<file path="config.mk">
export PLATFORM = sky130hd
export DESIGN_NAME = card_dealer
export DESIGN_NICKNAME = d
export VERILOG_FILES = /design/src/rtl/card_dealer.sv
export SDC_FILE = /design/constraint.sdc
export NUM_CORES = 1
export LEC_CHECK = 0
export BUFFER_PORTS_ARGS = -buffer_cell sky130_fd_sc_hd__buf_2
export CAP_MARGIN = 10
export CORE_MARGIN = 4
export CORE_UTILIZATION = 60
export CTS_BUF_LIST = sky130_fd_sc_hd__clkbuf_4
export DETAILED_ROUTE_END_ITERATION = 10
export GPL_ROUTABILITY_DRIVEN = 0
export PLACE_DENSITY = 0.87
export RECOVER_POWER = 50
export SKIP_CTS_REPAIR_TIMING = 1
export SLEW_MARGIN = 20
export SYNTH_ARGS = -nofsm -noshare
export SYNTH_HDL_FRONTEND = slang
export SYNTH_SLANG_ARGS = --single-unit
</file>
<file path="constraint.sdc">
create_clock -name clk_50M -period 6.1 [get_ports clk_50M]
set_clock_uncertainty 0.15 [all_clocks]
set_input_delay 0.61 -clock clk_50M [delete_from_list [all_inputs] [get_ports clk_50M]]
set_output_delay 0.61 -clock clk_50M [all_outputs]
set_load 0.005 [all_outputs]
</file>
<file path="src/rtl/card_dealer.sv">
// Card source for the BlackJack FSM: deals one card per draw from a tracked
// 52-card deck, using the free-running seed to pick the starting rank.
module card_dealer #(
    parameter int CLK_HZ      = 50_000_000,
    parameter int HOLD_MS     = 2000,
    parameter int SEED_WIDTH  = 12,
    parameter int HOLD_CYCLES = CLK_HZ / 1000 * HOLD_MS
) (
    input  logic                  clk_50M,
    input  logic                  i_Reset,
    input  logic [SEED_WIDTH-1:0] i_Seed,
    input  logic                  i_Draw,
    input  logic                  i_Shuffle,
    output logic                  o_Valid,
    output logic [3:0]            o_Card,
    output logic [3:0]            o_Points,
    output logic                  o_Busy,
    output logic                  o_Hold,
    output logic                  o_Empty,
    output logic [5:0]            o_Remaining
);

    localparam int HC_W = $clog2(HOLD_CYCLES + 1);

    typedef enum logic [1:0] {
        IDLE  = 2'd0,
        PROBE = 2'd1,
        HOLD  = 2'd2
    } state_t;

    state_t          state, state_nxt;
    logic [2:0]      rank_cnt [0:12];
    logic [5:0]      total;
    logic [3:0]      probe_idx;
    logic [HC_W-1:0] hold_cnt;
    logic            hit;
    logic [3:0]      seed_mod;

    // Shift-and-subtract reduction: the running remainder never exceeds 12,
    // so doubling plus one bit fits in 5 bits.
    function automatic logic [3:0] mod13(input logic [SEED_WIDTH-1:0] v);
        logic [4:0] acc;
        acc = 5'd0;
        for (int i = SEED_WIDTH - 1; i >= 0; i--) begin
            acc = {acc[3:0], v[i]};
            if (acc >= 5'd13)
                acc = acc - 5'd13;
        end
        return acc[3:0];
    endfunction

    function automatic logic [3:0] rank_points(input logic [3:0] idx);
        return (idx >= 4'd10) ? 4'd10 : idx + 4'd1;
    endfunction

    assign seed_mod    = mod13(i_Seed);
    assign hit         = (rank_cnt[probe_idx] != 3'd0);
    assign o_Remaining = total;
    assign o_Empty     = (total == 6'd0);
    assign o_Busy      = (state != IDLE);
    assign o_Hold      = (state == HOLD);

    always_ff @(posedge clk_50M) begin
        if (i_Reset)
            state <= IDLE;
        else
            state <= state_nxt;
    end

    always_comb begin
        state_nxt = state;
        case (state)
            IDLE: begin
                if (!i_Shuffle && i_Draw && total != 6'd0)
                    state_nxt = PROBE;
            end
            PROBE: begin
                if (hit)
                    state_nxt = HOLD;
            end
            HOLD: begin
                if (hold_cnt == '0)
                    state_nxt = IDLE;
            end
            default: state_nxt = IDLE;
        endcase
    end

    always_ff @(posedge clk_50M) begin
        if (i_Reset) begin
            for (int i = 0; i < 13; i++)
                rank_cnt[i] <= 3'd4;
            total     <= 6'd52;
            probe_idx <= 4'd0;
            hold_cnt  <= '0;
            o_Valid   <= 1'b0;
            o_Card    <= 4'd0;
            o_Points  <= 4'd0;
        end else begin
            o_Valid <= 1'b0;
            case (state)
                IDLE: begin
                    if (i_Shuffle) begin
                        for (int i = 0; i < 13; i++)
                            rank_cnt[i] <= 3'd4;
                        total <= 6'd52;
                    end else if (i_Draw && total != 6'd0) begin
                        probe_idx <= seed_mod;
                    end
                end
                PROBE: begin
                    if (hit) begin
                        rank_cnt[probe_idx] <= rank_cnt[probe_idx] - 3'd1;
                        total    <= total - 6'd1;
                        o_Card   <= probe_idx + 4'd1;
                        o_Points <= rank_points(probe_idx);
                        o_Valid  <= 1'b1;
                        hold_cnt <= HC_W'(HOLD_CYCLES - 1);
                    end else begin
                        // Walk upward to the next rank that still has cards.
                        probe_idx <= (probe_idx == 4'd12) ? 4'd0 : probe_idx + 4'd1;
                    end
                end
                HOLD: begin
                    if (hold_cnt != '0)
                        hold_cnt <= hold_cnt - 1'b1;
                end
                default: ;
            endcase
        end
    end

endmodule
</file>
After elaboration in Yosys (flattened, before gate mapping)
Memories as Yosys holds them, arrays and structs flattened. A register that Yosys moved wholly into a read port is not among the register bits.
Cells that the tools add are included.
{"block": "op_classes", "n_mux": 53, "n_lt_le_gt_ge": 10, "n_bitwise": 13, "reduce_logical": 19, "eq_ne": 11, "addsub": 13}
{"op": "$mux W4", "count": 17}
{"op": "$mux W27", "count": 2}
{"op": "$pmux W27 S2", "count": 1}
{"op": "$mux W3", "count": 14}
{"op": "$ge A5 B4 Y1 const B", "count": 8}
{"op": "$sub A4 B4 Y4 const B", "count": 9}
{"op": "$logic_not A27 Y1", "count": 1}
{"op": "$reduce_bool A27 Y1", "count": 1}
{"op": "$sub A27 B1 Y27 const B", "count": 1}
{"op": "$or A1 B1 Y1", "count": 13}
{"op": "$mux W6", "count": 2}
{"op": "$ne A2 B2 Y1 const B", "count": 6}
{"op": "$pmux W6 S2", "count": 1}
{"op": "$mux W1", "count": 11}
{"op": "$reduce_and A3 Y1", "count": 3}
{"op": "$ge A4 B4 Y1 const B", "count": 2}
{"op": "$pmux W4 S2", "count": 1}
{"op": "$logic_not A6 Y1", "count": 1}
{"op": "$mux W2", "count": 3}
{"op": "$pmux W2 S3", "count": 1}
{"op": "$reduce_bool A2 Y1", "count": 3}
{"op": "$reduce_bool A6 Y1", "count": 1}
{"op": "$sub A6 B1 Y6 const B", "count": 1}
{"op": "$add A4 B1 Y4 const B", "count": 1}
{"op": "12 further kinds", "count": 15}
{"block": "word_totals", "regBits": 48, "mem_count": 1, "mem_bits_rw": 39, "elab_cells": 127}
{"memory": "rank_cnt", "words": 13, "word_bits": 3, "read_ports": 1, "rd_ports_with_merged_regs": 1, "write_ports": 13, "line_no": "32", "rtl": "logic [2:0] rank_cnt [0:12];"}

Longest topological paths before layout
{"block": "depth", "ltp_word": 23, "depth_mapped": 24, "ltp_nobuf": 20}

Worst setup path after synthesis
No wires, ideal clock.
{"block": "synth_timing", "kind": "input port to flip-flop", "start": "input i_Seed[9]", "end": "register with a tool-made name", "path_buffers": 1, "path_slack_ps": 1009, "path_stages": 21, "arrival_time_ps": 4846, "cell_sequence": "inv_1 > ha_1 > nand2b_2 > a31o_1 > o211a_4 > a21oi_1 > nor3_1 > o21a_1 > o32a_1 > a221oi_2 > buf_6 > nor2b_1 > o211a_1 > or3_1 > o21ai_1 > a21oi_1 > o311a_1 > o21ai_2 > a21boi_2 > xnor2_1 > a311oi_2"}
{"item": "start, declared", "line_no": "11", "rtl": "input logic [SEED_WIDTH-1:0] i_Seed,"}

Worst setup path after layout
{"block": "layout_timing", "start": "input i_Seed[8]", "end": "register probe_idx[1]"}
{"block": "layout_via", "elab_chain_cells": 21, "elab_cells_between_ends": 30, "classes_between": "9 x add/sub; 9 x order compare; 12 x mux"}
{"item": "$sub A4 B4 Y4 / $ge A4 B4 Y1 (equally long branches)", "line_no": "47, 46"}
{"item": "$mux W4 *", "line_no": "46", "rtl": "if (acc >= 5'd13)"}
{"item": "$sub A4 B4 Y4 / $ge A5 B4 Y1 (equally long branches)", "line_no": "47, 46"}
{"item": "$mux W4 *", "line_no": "46"}
{"item": "$sub A4 B4 Y4 / $ge A5 B4 Y1 (equally long branches)", "line_no": "47, 46"}
{"item": "$mux W4 *", "line_no": "46"}
{"item": "$sub A4 B4 Y4 / $ge A5 B4 Y1 (equally long branches)", "line_no": "47, 46"}
{"item": "$mux W4 *", "line_no": "46"}
{"item": "[... 5 more ...]"}
{"item": "$mux W4 *", "line_no": "46"}
{"item": "$ge A5 B4 Y1 / $sub A4 B4 Y4 (equally long branches)", "line_no": "46, 47"}
{"item": "$mux W4 *", "line_no": "46"}
{"item": "$sub A4 B4 Y4 / $ge A5 B4 Y1 (equally long branches)", "line_no": "47, 46"}
{"item": "$mux W4 *", "line_no": "46"}
{"item": "$mux W4 *", "line_no": "107", "rtl": "end else if (i_Draw && total != 6'd0) begin"}
{"item": "$mux W4 *", "line_no": "103", "rtl": "if (i_Shuffle) begin"}
{"item": "$pmux W4 S2 *", "line_no": "101", "rtl": "case (state)"}
{"item": "end signal, assigned", "line_no": "108", "rtl": "probe_idx <= seed_mod;"}
{"item": "end signal, assigned", "line_no": "121", "rtl": "probe_idx <= (probe_idx == 4'd12) ? 4'd0 : probe_idx + 4'd1;"}
{"item": "end, declared", "line_no": "34", "rtl": "logic [3:0] probe_idx;"}
Mark *: on every way between the ends. The rest lies on a longest branch, timed or not. The select of a mux whose other input is x is not followed.
A chain may end at the register's enable or synchronous reset.

==> impl_metrics.ini <==
[synth]
mappedNetlistArea_um2 = 6590
syn_nets = 759
library_cell_occupying_the_most_area_in_the_post_synthesis_netlist = edfxtp_1
ys_types = 91
synth_ff_type = dfxtp_1
postSynthCellCount = 732
async_flop_share_pct = 0
synth-seq-cells = 100
synth_top_area_share_pct = 21.9
synth_warnings = 0
syn_area_per_cell_um2 = 9.00
synth_enable_flop_cells = 48
synth_sequential_area_ratio_pct = 37.7
ys_top_cells_by_area = edfxtp_1 22%, dfxtp_1 16%, mux4_2 5.1%

[clocking]
cts_tree = done
cts_num_sinks = 100
path_clk_slew_ps = 140
clkLatencyLatePin_ps = 450
cts_root_buf = clkbuf_4
cts_buffers = 9
htree_num_levels = 3
clock_path_buffers = 2

[place]
dpl.hpwl_um = 11700
place_inst = 878
place_area_um2 = 6850
place.port_buffers = 33

[route]
viasPerCell = 6.73
route.final.wire_length_um = 16000
drc_errors = 0
dr.first_iter.drc_count = 641
drt-pass1-iter-count = 7
route.detailed.wl_per_inst_um = 17.9
antenna_violating_nets_post_route = 0
via_count_of_the_routed_design = 6014

[floorplanning]
top_level_ports = 34
initial_utilization_pct = 61.1
num_rows = 38
dieWidth_um = 113
fp.coreArea_um2 = 10800
die_height_um = 113
dieArea_um2 = 12700

[job]
max-cap-violations = 1

[power_and_ir_drop]
total_leakage_power_nw = 2.50
worst_ir_drop_vdd_mv = 0.142
power.density_nw_per_um2 = 291

[timing]
layout_min_cycle_time_ps = 5770
setup_tns_ps = 0
hold_viol = 0
layout_worst_path_cycle_share_pct = 94.5
fin_hold_ws_ps = 333
final-setup-viol-count = 0
max_slew.worst_pin.slew_ps = 1760
slew_violations = 42
grt_setup_unrepaired = false
maxClockFrequency_mhz = 173
max_slew_margin_pct = -17.2

[critical_path]
critPathRequiredTime_ps = 6310
critical_path.startpoint_type = input port
critical_path_class = input port to flop
cp_max_fo = 15
crit_arrival_ps = 5970
end_kind = flop

[global_route]
largest_net_degree_at_the_start_of_global_routing = 42
antenna_found_initial = 0
grt.total_usage_pct = 25.2
grt_pass1_wl_um = 26700
global_route.overflow_total = 0
grt_pass1_vias = 5556

[finish]
mostFrequentLayoutCell = nor2_1
antennaDiodeCount = 0
fin_cells = 894
utilization_pct = 65.0
postLayoutCellArea_um2 = 7010
synthToLayoutAreaGrowth_pct = 6.38
most_frequent_cells_in_the_layout = 78 x nor2_1, 64 x nand2_1, 53 x a21oi_1, 52 x dfxtp_1, 48 x edfxtp_1
finalNetCount = 776
drive_above_1_share_pct = 13.1

[run_status]
violated_checks = capacitance limit, slew limit
result_of_the_run = complete, but fails checks

[min_path]
hold_path_class = flop to flop
cells by family (layout without fill, tap and decap cells):
| kind of cell | count (synthesis) | in the layout | share of synthesized area (%) |
|---|---|---|---|
| simple gates | 298 | 298 | 23.2 |
| mux | 17 | 17 | 5.43 |
| xor+xnor | 31 | 31 | 4.12 |
| fa+ha+maj | 12 | 12 | 2.24 |
| compound gates | 209 | 209 | 23.1 |
| flops | 100 | 100 | 37.7 |
| buf+inv | 65 | 87 | 4.25 |
synth_stat cells (8+ instances only):
cell type / count
nand2_1: 64
ha_1: 11
a211oi_1: 8
mux4_2: 15
a21oi_1: 53
nor3_1: 31
nor2_1: 78
xnor2_1: 25
o21ai_0: 16
edfxtp_1: 48
o21ai_1: 13
nor4_1: 10
a31oi_1: 12
o211ai_1: 10
or3_1: 8
and2_1: 12
clkbuf_1: 26
dfxtp_1: 52
inv_1: 22
nand3_1: 37
path summary, 6_finish.rpt:
kind / startpoint / end / slack (ps) / depth (start not counted)
worst min-delay path: hold_cnt[17] / hold_cnt[17] / 330 / 2
worst min register to register: hold_cnt[17] / hold_cnt[17] / 330 / 2
worst max register to register: flop / rank_cnt[4][2] / 710 / 12
worst max-delay path: i_Seed[8] / probe_idx[1] / 330 / 21
metal layers:
| metal | up-vias | part of all wire, % | track usage, % |
|---|---|---|---|
| met5 | - | 0 | 0 |
| met4 | 0 | 1.8 | 6.49 |
| met3 | 42 | 7.5 | 4.12 |
| met2 | 290 | 50 | 43.4 |
| met1 | 2861 | 41 | 33.2 |
| li1 | 2821 | - | - |
layout make-up:
type | instances | area, µm²
multi-input cells | 567 | 3850
fillers | 827 | 3780
flip-flops and latches | 100 | 2480
repair buffers | 49 | 265
well taps | 140 | 175
clock buffers | 11 | 82.6
inverters | 22 | 82.6
clock inverters | 5 | 77.6
per-stage QoR:
| stage | worst slack [ps] | total power [mW] |
|---|---|---|
| finish | 335 | 2.04 |
| global route | 5.42 | 2.16 |
| CTS | 456 | 2.03 |
| detailed placement | -19.0 | 1.65 |
| global placement | 191 | 1.61 |
| floorplan | 1010 | 1.47 |
report_power, final:
group          total (mW)  internal (mW)  switching [mW]
clock               0.380          0.175           0.206
sequential          0.816          0.759          0.0566
combinational       0.846          0.321           0.524
worst max-delay path, stage by stage:
cell and delay (ps):
buf_2 130, inv_1 140, ha_1 300, and2b_1 230
nor3_1 110, nor2_1 690, nor4b_2 160, a311oi_1 400
nand3_1 360, a221oi_2 370, buf_4 210, nor2b_1 80
o211a_1 250, nor3_4 280, nand2_2 230, o31a_1 330
a211o_1 290, o211ai_1 210, a21boi_2 140, or2_0 230
a31oi_1 200
flip-flops by register name (all words and copies together) (netlist names), named ones only:
name         count
o_Valid          1
probe_idx        4
state            2
o_Points         4
o_Card           4
o_Remaining      6
rank_cnt        48
hold_cnt        27
(Power assumes the default switching activity.)
